**config.mk**
```make
export PLATFORM = sky130hd
export DESIGN_NAME = id_ex_stage
export DESIGN_NICKNAME = d
export VERILOG_FILES = /design/src/rtl/core_pkg.sv /design/src/rtl/id_ex_stage_hazard_detect.sv /design/src/rtl/id_ex_stage.sv
export SDC_FILE = /design/constraint.sdc
export NUM_CORES = 1
export LEC_CHECK = 0
export BUFFER_PORTS_ARGS = -buffer_cell sky130_fd_sc_hd__buf_2
export CAP_MARGIN = 20
export CORE_AREA = 2 2 128 130
export DETAILED_ROUTE_END_ITERATION = 10
export DIE_AREA = 0 0 130 132
export GPL_ROUTABILITY_DRIVEN = 0
export PLACE_DENSITY = 0.69
export SYNTH_ARGS = -nofsm -noshare
export SYNTH_HDL_FRONTEND = slang
export SYNTH_SLANG_ARGS = --single-unit
```
**constraint.sdc**
```tcl
create_clock -name clk -period 5.5 [get_ports clk]
set_clock_uncertainty 0.1 [all_clocks]
set_input_delay 1.1 -clock clk [delete_from_list [all_inputs] [get_ports clk]]
set_output_delay 1.1 -clock clk [all_outputs]
set_load 0.05 [all_outputs]
```
**src/rtl/core_pkg.sv**
```systemverilog
// Shared core definitions: control-bus bit map and architectural constants.
package core_pkg;

  localparam int unsigned CTRL_W = 11;

  localparam int unsigned CTRL_REGWRITE  = 0;
  localparam int unsigned CTRL_MEMREAD   = 1;
  localparam int unsigned CTRL_MEMWRITE  = 2;
  localparam int unsigned CTRL_MEMTOREG  = 3;
  localparam int unsigned CTRL_ALUSRC    = 4;
  localparam int unsigned CTRL_BRANCH    = 5;
  localparam int unsigned CTRL_JUMP      = 6;
  localparam int unsigned CTRL_ALUOP_LSB = 7;
  localparam int unsigned CTRL_ALUOP_MSB = 10;

  localparam logic [4:0] REG_ZERO = 5'd0;

endpackage

```
**src/rtl/id_ex_stage_hazard_detect.sv**
```systemverilog
// Load-use hazard detection and front-end write enables for the ID/EX boundary.
module hazard_detect
  import core_pkg::*;
(
  input  logic       ex_valid,
  input  logic       ex_memread,
  input  logic [4:0] ex_rd,
  input  logic       id_valid,
  input  logic [4:0] id_rs1,
  input  logic [4:0] id_rs2,
  input  logic       id_uses_rs1,
  input  logic       id_uses_rs2,
  input  logic       flush,
  input  logic       ex_stall,
  output logic       load_use,
  output logic       pc_write_en,
  output logic       if_id_write_en
);

  logic rs1_hit;
  logic rs2_hit;

  always_comb begin
    rs1_hit  = id_uses_rs1 && (id_rs1 == ex_rd);
    rs2_hit  = id_uses_rs2 && (id_rs2 == ex_rd);
    load_use = ex_valid && ex_memread && (ex_rd != REG_ZERO) && id_valid && (rs1_hit || rs2_hit);
    // A flushed dependent is being killed anyway, so it must not hold the front end.
    pc_write_en    = !(ex_stall || (load_use && !flush));
    if_id_write_en = pc_write_en;
  end

endmodule

```
**src/rtl/id_ex_stage.sv**
```systemverilog
// ID/EX pipeline register with load-use bubble insertion, stall hold, flush squash
// and a saturating count of inserted bubbles.
module id_ex_stage
  import core_pkg::*;
#(
  parameter int unsigned XLEN   = 32,
  parameter int unsigned CTRL_W = core_pkg::CTRL_W,
  parameter int unsigned CNT_W  = 16
) (
  input  logic              clk,
  input  logic              rst,
  input  logic              id_valid,
  input  logic [XLEN-1:0]   id_pc,
  input  logic [XLEN-1:0]   id_rs1_data,
  input  logic [XLEN-1:0]   id_rs2_data,
  input  logic [XLEN-1:0]   id_imm,
  input  logic [4:0]        id_rs1,
  input  logic [4:0]        id_rs2,
  input  logic [4:0]        id_rd,
  input  logic              id_uses_rs1,
  input  logic              id_uses_rs2,
  input  logic [CTRL_W-1:0] id_ctrl,
  input  logic              flush,
  input  logic              ex_stall,
  output logic              ex_valid,
  output logic [XLEN-1:0]   ex_pc,
  output logic [XLEN-1:0]   ex_rs1_data,
  output logic [XLEN-1:0]   ex_rs2_data,
  output logic [XLEN-1:0]   ex_imm,
  output logic [4:0]        ex_rs1,
  output logic [4:0]        ex_rs2,
  output logic [4:0]        ex_rd,
  output logic [CTRL_W-1:0] ex_ctrl,
  output logic              pc_write_en,
  output logic              if_id_write_en,
  output logic [CNT_W-1:0]  bubble_count
);

  logic              valid_q, valid_d;
  logic [XLEN-1:0]   pc_q, pc_d;
  logic [XLEN-1:0]   rs1_data_q, rs1_data_d;
  logic [XLEN-1:0]   rs2_data_q, rs2_data_d;
  logic [XLEN-1:0]   imm_q, imm_d;
  logic [4:0]        rs1_q, rs1_d;
  logic [4:0]        rs2_q, rs2_d;
  logic [4:0]        rd_q, rd_d;
  logic [CTRL_W-1:0] ctrl_q, ctrl_d;
  logic [CNT_W-1:0]  cnt_q, cnt_d;
  logic              load_use;

  hazard_detect u_hazard_detect (
    .ex_valid       (valid_q),
    .ex_memread     (ctrl_q[CTRL_MEMREAD]),
    .ex_rd          (rd_q),
    .id_valid       (id_valid),
    .id_rs1         (id_rs1),
    .id_rs2         (id_rs2),
    .id_uses_rs1    (id_uses_rs1),
    .id_uses_rs2    (id_uses_rs2),
    .flush          (flush),
    .ex_stall       (ex_stall),
    .load_use       (load_use),
    .pc_write_en    (pc_write_en),
    .if_id_write_en (if_id_write_en)
  );

  always_comb begin
    valid_d    = valid_q;
    pc_d       = pc_q;
    rs1_data_d = rs1_data_q;
    rs2_data_d = rs2_data_q;
    imm_d      = imm_q;
    rs1_d      = rs1_q;
    rs2_d      = rs2_q;
    rd_d       = rd_q;
    ctrl_d     = ctrl_q;
    cnt_d      = cnt_q;
    if (!ex_stall) begin
      if (flush || load_use) begin
        // Bubble: zeroed indices keep the forwarding unit from matching it.
        valid_d    = 1'b0;
        pc_d       = '0;
        rs1_data_d = '0;
        rs2_data_d = '0;
        imm_d      = '0;
        rs1_d      = REG_ZERO;
        rs2_d      = REG_ZERO;
        rd_d       = REG_ZERO;
        ctrl_d     = '0;
        if (!flush && (cnt_q != {CNT_W{1'b1}})) begin
          cnt_d = cnt_q + 1'b1;
        end
      end else begin
        valid_d    = id_valid;
        pc_d       = id_pc;
        rs1_data_d = id_rs1_data;
        rs2_data_d = id_rs2_data;
        imm_d      = id_imm;
        rs1_d      = id_rs1;
        rs2_d      = id_rs2;
        rd_d       = id_rd;
        ctrl_d     = id_ctrl;
      end
    end
  end

  always_ff @(posedge clk) begin
    if (rst) begin
      valid_q    <= 1'b0;
      pc_q       <= '0;
      rs1_data_q <= '0;
      rs2_data_q <= '0;
      imm_q      <= '0;
      rs1_q      <= REG_ZERO;
      rs2_q      <= REG_ZERO;
      rd_q       <= REG_ZERO;
      ctrl_q     <= '0;
      cnt_q      <= '0;
    end else begin
      valid_q    <= valid_d;
      pc_q       <= pc_d;
      rs1_data_q <= rs1_data_d;
      rs2_data_q <= rs2_data_d;
      imm_q      <= imm_d;
      rs1_q      <= rs1_d;
      rs2_q      <= rs2_d;
      rd_q       <= rd_d;
      ctrl_q     <= ctrl_d;
      cnt_q      <= cnt_d;
    end
  end

  assign ex_valid     = valid_q;
  assign ex_pc        = pc_q;
  assign ex_rs1_data  = rs1_data_q;
  assign ex_rs2_data  = rs2_data_q;
  assign ex_imm       = imm_q;
  assign ex_rs1       = rs1_q;
  assign ex_rs2       = rs2_q;
  assign ex_rd        = rd_q;
  assign ex_ctrl      = ctrl_q;
  assign bubble_count = cnt_q;

endmodule

```
* After elaboration in Yosys (flattened, before gate mapping)
Index checks and enable logic that the tools add are counted.
** Word-level totals
- Register bits :: 171
- Bits in latches :: 0
- Memory bits (writable) :: 0
- Memory bits (read-only) :: 0
- Input bits :: 161
- Output and inout port bits :: 173
- Logic and storage cells :: 39
- Memories kept :: 0
** Cells by class
- $add $sub $neg :: 1
- $mul :: 0
- Divide/modulo/power cells :: 0
- Order comparisons :: 0
- Equal/unequal tests :: 3
- Shifts and indexed selects :: 0
- Multiplexer cells :: 9
- Bitwise logic cells :: 1
- Reductions and logical operators :: 15
** Operators with widths (number)
- $mux W32 :: 4
- $add A16 B1 Y16 const B :: 1
- $ne A16 B16 Y1 const B :: 1
- $mux W5 :: 3
- $mux W11 :: 1
- $eq A5 B5 Y1 :: 2
- $logic_and A1 B1 Y1 :: 8
- $reduce_bool A5 Y1 :: 1
- $logic_or A1 B1 Y1 :: 3
- $reduce_and A3 Y1 :: 1
- $logic_not A1 Y1 :: 2
- $mux W1 :: 1
- $not A1 Y1 :: 1

* Depth between registers and ports, before layout
- Word-level depth :: 7
- Mapped depth :: 8
- Mapped depth without buffers :: 6

* By module
A second synthesis with hierarchy kept.
** Second synthesis, totals
- Cells, all modules :: 639
- Area, all modules :: 6043.3 um2
** By module, submodules not included
- id_ex_stage :: instances 1, cells each 617, area each 5880.6 um2
- hazard_detect :: instances 1, cells each 22, area each 162.7 um2

* Least setup slack after synthesis
No wires, ideal clock.
- Path type :: input to output
- Start :: input id_rs2[1]
- End :: output pc_write_en
- Data arrival time :: 3.110 ns
- Setup slack :: 1.190 ns
- Stages on the path :: 8
- Path buffers :: 3
- Cell sequence :: xnor2_1 -> and2_1 -> a32oi_1 -> buf_6 -> clkbuf_1 -> nor3_1 -> nor2_1 -> buf_4
** On the way
- Word-level cells in the longest chain between the ends :: 7
** Ends and longest elaborated chain
- start: declaration :: RTL line id_ex_stage.sv:18 : input logic [4:0] id_rs2,
- $eq A5 B5 Y1 :: RTL line id_ex_stage_hazard_detect.sv:25 : rs2_hit = id_uses_rs2 && (id_rs2 == ex_rd);
- $logic_and A1 B1 Y1 :: RTL line id_ex_stage_hazard_detect.sv:25
- $logic_or A1 B1 Y1 :: RTL line id_ex_stage_hazard_detect.sv:26 : load_use = ex_valid && ex_memread && (ex_rd != REG_ZERO) && id_valid && (rs1_hit || rs2_hit);
- $logic_and A1 B1 Y1 :: RTL line id_ex_stage_hazard_detect.sv:26
- $logic_and A1 B1 Y1 :: RTL line id_ex_stage_hazard_detect.sv:28 : pc_write_en = !(ex_stall || (load_use && !flush));
- $logic_or A1 B1 Y1 :: RTL line id_ex_stage_hazard_detect.sv:28
- $logic_not A1 Y1 :: RTL line id_ex_stage_hazard_detect.sv:28
- end: declaration :: RTL line id_ex_stage.sv:34 : output logic pc_write_en,
Every way passes these cells.

* Final worst setup path
- Start :: input id_rs1[3]
- End :: output if_id_write_en
** On the way
- Word-level cells in the longest chain between the ends :: 7
** Ends and longest elaborated chain
- start: declaration :: RTL line id_ex_stage.sv:17 : input logic [4:0] id_rs1,
- $eq A5 B5 Y1 :: RTL line id_ex_stage_hazard_detect.sv:24 : rs1_hit = id_uses_rs1 && (id_rs1 == ex_rd);
- $logic_and A1 B1 Y1 :: RTL line id_ex_stage_hazard_detect.sv:24
- $logic_or A1 B1 Y1 :: RTL line id_ex_stage_hazard_detect.sv:26
- $logic_and A1 B1 Y1 :: RTL line id_ex_stage_hazard_detect.sv:26
- $logic_and A1 B1 Y1 :: RTL line id_ex_stage_hazard_detect.sv:28
- $logic_or A1 B1 Y1 :: RTL line id_ex_stage_hazard_detect.sv:28
- $logic_not A1 Y1 :: RTL line id_ex_stage_hazard_detect.sv:28
- end: declaration :: RTL line id_ex_stage.sv:35 : output logic if_id_write_en,
Every way passes these cells.

==> results.py <==
metrics = {
    "outcome": {
        "run_status": "completed",
    },
    "layout": {
        "final_common_cell": "buf_2",
        "drive_gt1_share_pct": 47.4,
        "final_core_util_pct": 51.7,
        "area_delta_synth_final_pct": 40.6,
        "nets": 957,
        "layout_common_cells": "buf_2 (333), dfxtp_1 (171), a22o_1 (155)",
    },
    "critical_path": {
        "cp-endpoint": "if_id_write_en",
        "r2r_slack_ps": 2390,
        "cp_max_fo": 30,
        "start_kind": "input pin",
        "worstPathCellList": "buf_2, xor2_1, nor4_1, a32oi_2, buf_4, nor3_1, nor2_1, buf_2",
        "r2r_cells": 7,
        "crit_start": "id_rs1[3]",
        "crit_slowest_cell": "nor4_1",
        "critical_path.endpoint_type": "output pin",
        "arrival_ps": 2640,
        "r2r_start": "ex_rd[4]$_SDFFE_PP0N_",
        "timing.rr.end": "ex_rs2_data[14]$_SDFFE_PP0N_",
        "crit_path_frequent_cell": "buf_2",
        "critical_path_class": "in2out",
        "cp_slowest_stage_delay_ps": 350,
        "required_ps": 4300,
    },
    "grt": {
        "overflow": 0,
        "grt_pass1_vias": 4885,
        "grt_first_pass_wirelength_um": 25600,
        "grt_usage_pct": 19.0,
        "antenna_found_initial": 1,
        "grt_max_degree": 91,
    },
    "clocking": {
        "cts_buffers": 17,
        "post_cts_buffers": 0,
        "cts_buffer_depth": 2,
        "cts_resized": 0,
        "cts.sink_count": 171,
        "clk_pin_slew_ps": 60,
        "tritoncts": "built",
        "cts_hold_buf": 0,
        "worstSkewPairLatency_ps": 410,
        "cts_max_level": 4,
        "clockRootBuffer": "clkbuf_16",
    },
    "timing": {
        "tightest_slew_ps": 1070,
        "min_period_over_period_pct": 69.8,
        "setup_tns_ps": 0,
        "drv_slew": 0,
        "setup_viol_count_final": 0,
        "slew_headroom_pct": 28.6,
        "final_hold_viol_count": 0,
        "rsz0062_at_grt": "false",
        "period_minus_slack_ps": 3840,
        "whs_ps": 365,
        "clock.fmax_ghz": 0.260,
    },
    "logic_synthesis": {
        "netlist_top_cells_area": "dfxtp_1 (59%), a22o_1 (24%), buf_4 (2.6%), clkbuf_1 (1.3%), xor2_1 (1.2%)",
        "synth-async-reset-ratio_pct": 0,
        "yosysWarnings": 0,
        "synth_edf_count": 0,
        "avgSynthCellArea_um2": 12.0,
        "synth_seq_cells": 171,
        "synth_top_area_share_pct": 59.3,
        "yosysSeqAreaShare_pct": 59.3,
        "synthCells": 480,
        "synthFlopType": "dfxtp_1",
        "synth_cell_type_count": 34,
        "synthesis.nets": 642,
        "syn_area_um2": 5770,
        "synth_area_leader_cell": "dfxtp_1",
    },
    "route": {
        "drtAntennaViolNets": 0,
        "viasPerCell": 4.99,
        "wirelength_um": 17000,
        "num_vias": 5110,
        "drt_iter0_drc": 408,
        "dr.pass1.iters": 4,
        "wire_per_inst_um": 16.5,
        "drcViolationCount": 0,
    },
    "power_and_ir_drop": {
        "max-vdd-ir-drop_v": 0.000193,
        "p_leak_nw": 3.96,
        "p_per_area_nw_per_um2": 353,
    },
    "placed_design": {
        "dp_hpwl_um": 12000,
        "port_buffers": 333,
    },
    "job": {
        "maxCapViolations": 0,
    },
    "die": {
        "initial_utilization_pct": 36.7,
        "die_y_um": 132,
        "rows": 46,
        "dieArea_um2": 17200,
        "io_pins": 334,
        "die_x_um": 130,
        "core_um2": 15700,
    },
    "min_path": {
        "hold_class": "reg2reg",
    },
}
## report_power, final
part	leakage [nW]	switching (mW)	internal (mW)	total [mW]
registers	1.39	0.0255	1.28	1.31
logic	2.28	0.248	0.111	0.360
clock network	0.286	0.530	0.664	1.19
## metal layers
metal	track usage (%)	vias to the layer above	wire, µm
met5	0	-	0
met4	8.24	0	458
met3	6.53	33	1450
met2	31.4	234	8120
met1	22.3	2366	6920
li1	-	2477	-
## kinds of logic (layout without fill, tap and decap cells)
family	count (synthesis)	in the layout	share of synthesized area, %
DFF	171	171	59.3
and+or+nand+nor	66	66	7.09
buffers and inverters	45	373	4.40
adders and majority gates	1	1	0.217
muxes	4	4	1.04
xor gates and xnor gates	10	10	1.52
AOI/OAI and AO/OA	183	183	26.4
other	0	1	0
## stage by stage
stage	instances	instance area (µm²)	setup slack [ps]	total power, mW
6_report	1025	8120	1660	2.86
5_1_grt	1025	8120	1560	2.97
4_1_cts	1024	8120	1640	2.89
3_5_place_dp	992	7530	1650	1.70
3_3_place_gp	992	7530	1660	1.69
2_1_floorplan	480	5770	1190	1.58
## flip-flops by register name, summed over array words and instances (netlist names)
register,count
ex_pc,32
ex_rs2_data,32
ex_rd,5
ex_rs1,5
ex_imm,32
ex_rs1_data,32
ex_ctrl,11
ex_rs2,5
ex_valid,1
bubble_count,16
## cells in the mapped netlist, types with 2 or more instances
master,instances
nor2_1,12
buf_2,2
xor2_1,8
o31ai_1,4
nor4_1,4
o21ai_0,6
buf_4,20
nand3_1,8
or4_1,6
inv_1,2
nand4_1,10
or3_1,7
o21ai_1,2
a22o_1,155
a21oi_1,12
clkbuf_1,20
mux2_4,4
nor3_2,3
nor3_1,3
dfxtp_1,171
nand2_1,3
nor2b_1,5
xnor2_1,2
## critical path: cells and delay by family
family                 cells  cell delay (ps)
AND/OR/NAND/NOR            3              650
buffers and inverters      3              590
XOR/XNOR                   1              140
AO/OA/AOI/OAI              1              170
## cell type report
type	instances	area, µm²
inverters	2	7.51
repair buffers	339	1710
clock buffers	20	457
multi-input cells	264	2120
diodes	1	2.50
well taps	216	270
fillers	1442	7590
flip-flops and latches	171	3420
clock inverters	12	130
## worst min-delay path by stage
stage	startpoint	to	slack [ps]	depth (start not counted)
final	ex_rs2_data[19]$_SDFFE_PP0N_	ex_rs2_data[19]$_SDFFE_PP0N_	370	1
after global routing	ex_rs1_data[12]$_SDFFE_PP0N_	ex_rs1_data[12]$_SDFFE_PP0N_	380	1
after CTS	ex_ctrl[2]$_SDFFE_PP0N_	ex_ctrl[2]$_SDFFE_PP0N_	370	1
after detailed placement	ex_rs2_data[11]$_SDFFE_PP0N_	ex_rs2_data[11]$_SDFFE_PP0N_	350	1
after global placement	ex_rs2_data[11]$_SDFFE_PP0N_	ex_rs2_data[11]$_SDFFE_PP0N_	350	1
after floorplan	ex_ctrl[1]$_SDFFE_PP0N_	ex_ctrl[1]$_SDFFE_PP0N_	390	1
No activity file was read; power rests on OpenSTA's default activity.
